===== src/rtl/alu_mbyte_seq.sv =====
// alu_mbyte_seq: multi-byte add/subtract sequencer driving an external 8-bit conditioning stage and adder, LSB first
module alu_mbyte_seq #(
  parameter int NBYTES = 4
) (
  input  logic                clk,
  input  logic                rst,
  input  logic                start,
  input  logic [1:0]          op,
  input  logic                cin,
  input  logic [8*NBYTES-1:0] a,
  input  logic [8*NBYTES-1:0] b,
  output logic [7:0]          alu_a,
  output logic [7:0]          alu_b,
  output logic [1:0]          alu_s,
  output logic                alu_cin,
  input  logic [7:0]          alu_sum,
  input  logic                alu_cout,
  output logic                busy,
  output logic                done,
  output logic [8*NBYTES-1:0] result,
  output logic                cout,
  output logic                zero
);
  localparam int W  = 8 * NBYTES;
  localparam int IW = $clog2(NBYTES) + 1;
  typedef enum logic [1:0] {IDLE, RUN, DONE} state_t;
  state_t state, state_nxt;
  logic [W-1:0] a_lat, b_lat, res_nxt;
  logic [1:0] op_lat;
  logic cin_lat, carry_reg, run, last;
  logic [IW-1:0] idx;
  always_comb begin
    run = state == RUN;
    last = idx == IW'(NBYTES - 1);
    state_nxt = state == IDLE ? (start ? RUN : IDLE) : state == RUN ? (last ? DONE : RUN) : IDLE;
    res_nxt = result;
    res_nxt[8*idx +: 8] = alu_sum;
    alu_a = run ? a_lat[8*idx +: 8] : '0;
    alu_b = run ? b_lat[8*idx +: 8] : '0;
    // Upper bytes chain the stored carry; the sub family's S=11 re-inverts it, so the adder sees carry_reg
    alu_s = !run ? 2'b00 : idx == '0 ? op_lat : {op_lat[1], 1'b1};
    alu_cin = !run ? 1'b0 : idx == '0 ? cin_lat : carry_reg ^ op_lat[1];
    busy = run;
    done = state == DONE;
  end
  always_ff @(posedge clk) begin
    if (rst) begin
      state <= IDLE;
      a_lat <= '0;
      b_lat <= '0;
      op_lat <= '0;
      cin_lat <= 1'b0;
      carry_reg <= 1'b0;
      idx <= '0;
      result <= '0;
      cout <= 1'b0;
      zero <= 1'b0;
    end else begin
      state <= state_nxt;
      if (state == IDLE && start) begin
        a_lat <= a;
        b_lat <= b;
        op_lat <= op;
        cin_lat <= cin;
        idx <= '0;
      end
      if (run) begin
        result <= res_nxt;
        carry_reg <= alu_cout;
        idx <= idx + 1'b1;
        if (last) begin
          cout <= alu_cout ^ op_lat[1];
          zero <= res_nxt == '0;
        end
      end
    end
  end
endmodule


===== config.mk =====
export PLATFORM = sky130hd
export DESIGN_NAME = alu_mbyte_seq
export DESIGN_NICKNAME = d
export VERILOG_FILES = /design/src/rtl/alu_mbyte_seq.sv
export SDC_FILE = /design/constraint.sdc
export NUM_CORES = 1
export LEC_CHECK = 0
export CAP_MARGIN = 10
export CORE_MARGIN = 2
export CORE_UTILIZATION = 49
export CTS_BUF_LIST = sky130_fd_sc_hd__clkbuf_2
export CTS_CLUSTER_SIZE = 14
export DETAILED_ROUTE_END_ITERATION = 10
export GPL_ROUTABILITY_DRIVEN = 0
export GPL_TIMING_DRIVEN = 0
export PLACE_DENSITY_LB_ADDON = 0.3
export RECOVER_POWER = 25
export SYNTH_ARGS = -nofsm -noshare
export SYNTH_HDL_FRONTEND = slang
export SYNTH_SLANG_ARGS = --single-unit

===== constraint.sdc =====
create_clock -name clk -period 3.53 [get_ports clk]
set_clock_uncertainty 0.05 [all_clocks]
set_input_delay 0.353 -clock clk [delete_from_list [all_inputs] [get_ports clk]]
set_output_delay 0.353 -clock clk [all_outputs]
set_load 0.02 [all_outputs]

==> tab_implementation.tex <==
\begin{tabular}{lr}
\hline
Metric & Value \\
\hline
\multicolumn{2}{l}{\textbf{Floorplan}} \\
Initial standard-cell utilization of the core & 51.2\% \\
Die Y-Extent & 99.9 µm \\
Cell Rows & 34 \\
Total die area & 0.00998 mm² \\
Top Ports & 134 \\
Core area & 0.00881 mm² \\
Die Span X & 99.9 µm \\
\multicolumn{2}{l}{\textbf{Synth}} \\
Fraction of registers with async set/reset & 0\% \\
Synth unique cells & 38 \\
Warning count from the yosys run & 0 \\
Adder and majority gate portion of the synthesized area & 1.11\% \\
Synthesized-area fraction occupied by xor and xnor cells & 0.389\% \\
Share of synthesized area occupied by flip-flops and latches & 47.6\% \\
Main combinational cell family by area after synthesis & simple AND/OR/NAND/NOR gates \\
Number of synthesized flops with an enable pin & 0 \\
Synthesized-area fraction occupied by ao, oa, aoi and oai cells & 10.6\% \\
Dominant synthesized flop cell & sky130\_fd\_sc\_hd\_\_dfxtp\_1 \\
Gate count of the mapped netlist & 519 \\
Multiplexer area fraction after synthesis & 13.3\% \\
Flip-flop and latch count after synthesis & 107 \\
Cell area after synthesis & 0.00450 mm² \\
Synthesized area per cell & 8.68 µm² \\
Synth top area share & 47.6\% \\
Cells taking the most area after synthesis & sky130\_fd\_sc\_hd\_\_dfxtp\_1, sky130\_fd\_sc\_hd\_\_nand2\_1, sky130\_fd\_sc\_hd\_\_a21oi\_1, sky130\_fd\_sc\_hd\_\_mux4\_2, sky130\_fd\_sc\_hd\_\_mux2i\_1 \\
Simple-gate portion of the synthesized area & 23.1\% \\
Net count of the mapped netlist & 602 \\
Leading area contributor after synthesis & sky130\_fd\_sc\_hd\_\_dfxtp\_1 \\
\multicolumn{2}{l}{\textbf{Final layout}} \\
Ratio of cells with drive above 1 in the final layout & 6.60\% \\
Fill count & 725 \\
Ant diodes & 0 \\
Area growth syn-to-layout & 35.5\% \\
Post-layout instance count excluding filler cells & 775 \\
Storage cell area & 0.00214 mm² \\
Biggest regs & a\_lat: 32 flops, b\_lat: 32 flops, result: 32 flops \\
Net count, final & 745 \\
Combined area of the multi-input logic cells & 0.00219 mm² \\
\multicolumn{2}{l}{\textbf{GRT}} \\
Largest net degree at the start of global routing & 18 \\
All-Layer GR Usage & 26.2\% \\
Sum of overflow across all layers after global routing & 0 \\
Number of global-route vias before repair & 4,309 \\
Number of antenna violations at the first check in global routing & 0 \\
Wire length of the first global-routing pass & 20,500 µm \\
\multicolumn{2}{l}{\textbf{CTS}} \\
CTS root buffer & sky130\_fd\_sc\_hd\_\_clkbuf\_2 \\
Deepest level of the CTS H-tree & 3 \\
Clock slew at reported path FFs & 0.26 ns \\
Buffer levels on the longest clock path & 2 \\
Num CTS Buffers & 9 \\
Clock tree from TritonCTS & yes \\
Clock latency of the later-clocked register in the worst-skew pair & 0.56 ns \\
Number of clock sinks & 107 \\
\multicolumn{2}{l}{\textbf{Timing}} \\
Post-route worst setup slack & 0.197 ns \\
Slew at the pin with the worst max-slew slack & 0.686 ns \\
Final hold slack & 0.188 ns \\
RSZ-0062 raised after global routing & no \\
Final hold violations & 0 \\
Minimum clock period after layout & 3.33 ns \\
Final period util & 94.4\% \\
Maximum clock frequency & 0.300 GHz \\
Max-Slew Margin vs Limit & 53.9\% \\
Final-report max-slew violation count & 0 \\
Setup tns final & 0 ns \\
Final setup viols & 0 \\
\multicolumn{2}{l}{\textbf{Run status}} \\
Status & finished, final reports clean \\
\multicolumn{2}{l}{\textbf{Routing}} \\
DRT Wirelength & 13,100 µm \\
Number of antenna-violating nets in the routed design & 0 \\
Detailed router's first-iteration violation count & 190 \\
Per-cell routed wire length & 16.9 µm \\
Detailed Routing Iterations Pass 1 & 5 \\
Total number of vias & 4,238 \\
Drt drc & 0 \\
Routed vias/inst & 5.47 \\
\multicolumn{2}{l}{\textbf{Pwr}} \\
Final Total Pwr & 0.00236 W \\
Leak pwr & 2.33 nW \\
Power per unit of standard cell area & 387 mW/mm² \\
Worst vdd ir & 245 µV \\
\multicolumn{2}{l}{\textbf{Place}} \\
DP Worst Slack & 0.361 ns \\
Placed cell count & 759 \\
Port Buffer Count & 132 \\
Final HPWL from detailed placement & 9600 µm \\
\multicolumn{2}{l}{\textbf{Critical path}} \\
Cell class contributing the biggest share of worst-path delay & buffers and inverters \\
Kind of capture point of the worst setup path & output pin \\
Slowest Stage Delay on Critical Path & 0.64 ns \\
Ordered cell list for the critical path & clkbuf\_4, clkbuf\_4, inv\_1, ha\_1, ha\_1, a21oi\_1, clkdlybuf4s50\_1 \\
Critical Path Start Type & flip-flop \\
WS Path Type & flip-flop to output pin \\
Required time of the worst setup path & 3.13 ns \\
Crit-path slowest cell & sky130\_fd\_sc\_hd\_\_clkdlybuf4s50\_1 \\
Largest fanout on the critical path & 10 \\
Bufs and invs on worst path & 4 \\
Endpoint arrival time on the critical path & 2.93 ns \\
\multicolumn{2}{l}{\textbf{Worst hold path}} \\
Worst min-delay path class & input pin to flip-flop \\
\multicolumn{2}{l}{\textbf{Run}} \\
Max\_cap viols & 0 \\
\hline
\end{tabular}
-- layout by cell type (no fill, tap or decap), types with 2 or more instances in the layout --
cell type	count
sky130_fd_sc_hd__clkdlybuf4s50_1	131
sky130_fd_sc_hd__nand3b_1	2
sky130_fd_sc_hd__dfxtp_1	107
sky130_fd_sc_hd__clkbuf_2	10
sky130_fd_sc_hd__mux4_2	16
sky130_fd_sc_hd__ha_1	4
sky130_fd_sc_hd__nor2_1	38
sky130_fd_sc_hd__or4_1	2
sky130_fd_sc_hd__nand2_1	148
sky130_fd_sc_hd__buf_2	2
sky130_fd_sc_hd__bufinv_16	2
sky130_fd_sc_hd__inv_6	2
sky130_fd_sc_hd__a21oi_1	81
sky130_fd_sc_hd__clkbuf_1	27
sky130_fd_sc_hd__buf_1	4
sky130_fd_sc_hd__nor4_1	8
sky130_fd_sc_hd__and3_1	16
sky130_fd_sc_hd__a22oi_1	2
sky130_fd_sc_hd__nor3_1	2
sky130_fd_sc_hd__clkbuf_4	2
sky130_fd_sc_hd__nand3_1	9
sky130_fd_sc_hd__inv_1	4
sky130_fd_sc_hd__mux2i_1	24
-- Yosys cell counts (4+ instances only) --
cell                       count
sky130_fd_sc_hd__a21oi_1      81
sky130_fd_sc_hd__and3_1       16
sky130_fd_sc_hd__buf_1         4
sky130_fd_sc_hd__buf_2         4
sky130_fd_sc_hd__clkbuf_1     27
sky130_fd_sc_hd__dfxtp_1     107
sky130_fd_sc_hd__ha_1          4
sky130_fd_sc_hd__inv_1         4
sky130_fd_sc_hd__mux2i_1      24
sky130_fd_sc_hd__mux4_2       16
sky130_fd_sc_hd__nand2_1     148
sky130_fd_sc_hd__nand3_1       9
sky130_fd_sc_hd__nor2_1       38
sky130_fd_sc_hd__nor4_1        8
-- cell type report --
type / instances / area share, %
sequential: 107 / 35.1
clock buffer: 10 / 0.820
buffer: 37 / 2.62
tap: 108 / 2.21
timing repair buffer: 132 / 21.7
multi-input combinational: 370 / 35.8
clock inverter: 6 / 1.41
inverter: 5 / 0.307
-- per-layer routing --
layer	up-vias	part of all wire [%]	track usage, %
met5	-	0	0
met4	0	2.1	9.06
met3	26	8.7	7.87
met2	195	48	44.1
met1	1969	41	32.1
li1	2048	-	-
-- metrics by stage --
stage | utilization (%) | instance area, µm²
after floorplan | - | 4500
after global placement | 67.7 | 5960
after detailed placement | 67.7 | 5960
after CTS | 69.3 | 6100
after global routing | 69.3 | 6100
final | 69.3 | 6100
-- worst reg2reg max path, cell delays in order (launching register included) --
cell                       delay, ns
sky130_fd_sc_hd__dfxtp_1        0.42
sky130_fd_sc_hd__clkbuf_4       0.26
sky130_fd_sc_hd__clkbuf_4       0.28
sky130_fd_sc_hd__inv_1          0.07
sky130_fd_sc_hd__ha_1           0.19
sky130_fd_sc_hd__ha_1           0.28
sky130_fd_sc_hd__nand3b_4       0.24
sky130_fd_sc_hd__nor4_4         0.61
sky130_fd_sc_hd__mux2i_1        0.27
sky130_fd_sc_hd__nor2_1         0.06
-- power by group --
| group | internal [W] | leakage [nW] | switching (W) |
|---|---|---|---|
| registers | 0.00127 | 0.874 | 0.0000335 |
| logic | 0.000204 | 1.38 | 0.000217 |
| clock network | 0.000239 | 0.0843 | 0.000398 |
-- worst paths after layout --
check                                       startpoint                 endpoint  slack [ns]  cells past startpoint
worst max-delay path               idx[1]$_SDFFE_PP0P_                 alu_s[0]        0.20                      7
worst min-delay path                               rst      state[1]$_SDFF_PP0_        0.19                      2
worst max register to register     idx[1]$_SDFFE_PP0P_  result[22]$_SDFFE_PP0P_        0.71                      9
worst min register to register  b_lat[16]$_SDFFE_PP0P_   b_lat[16]$_SDFFE_PP0P_        0.42                      2
-- logic make-up after synthesis --
logic type                 after synthesis
AOI/OAI and AO/OA                       90
xor gates and xnor gates                 2
adders and majority gates                4
buffers and inverters                   42
DFF                                    107
muxes                                   40
and+or+nand+nor                        234
-- repair_timing --
item / 4_1_cts / 5_1_grt
resized for setup: 1 / 4
buffers inserted: 0 / 0
hold buffers: 0 / 0
endpoints found under the setup margin: 2 / 2
No activity file was read; power rests on OpenSTA's default activity.
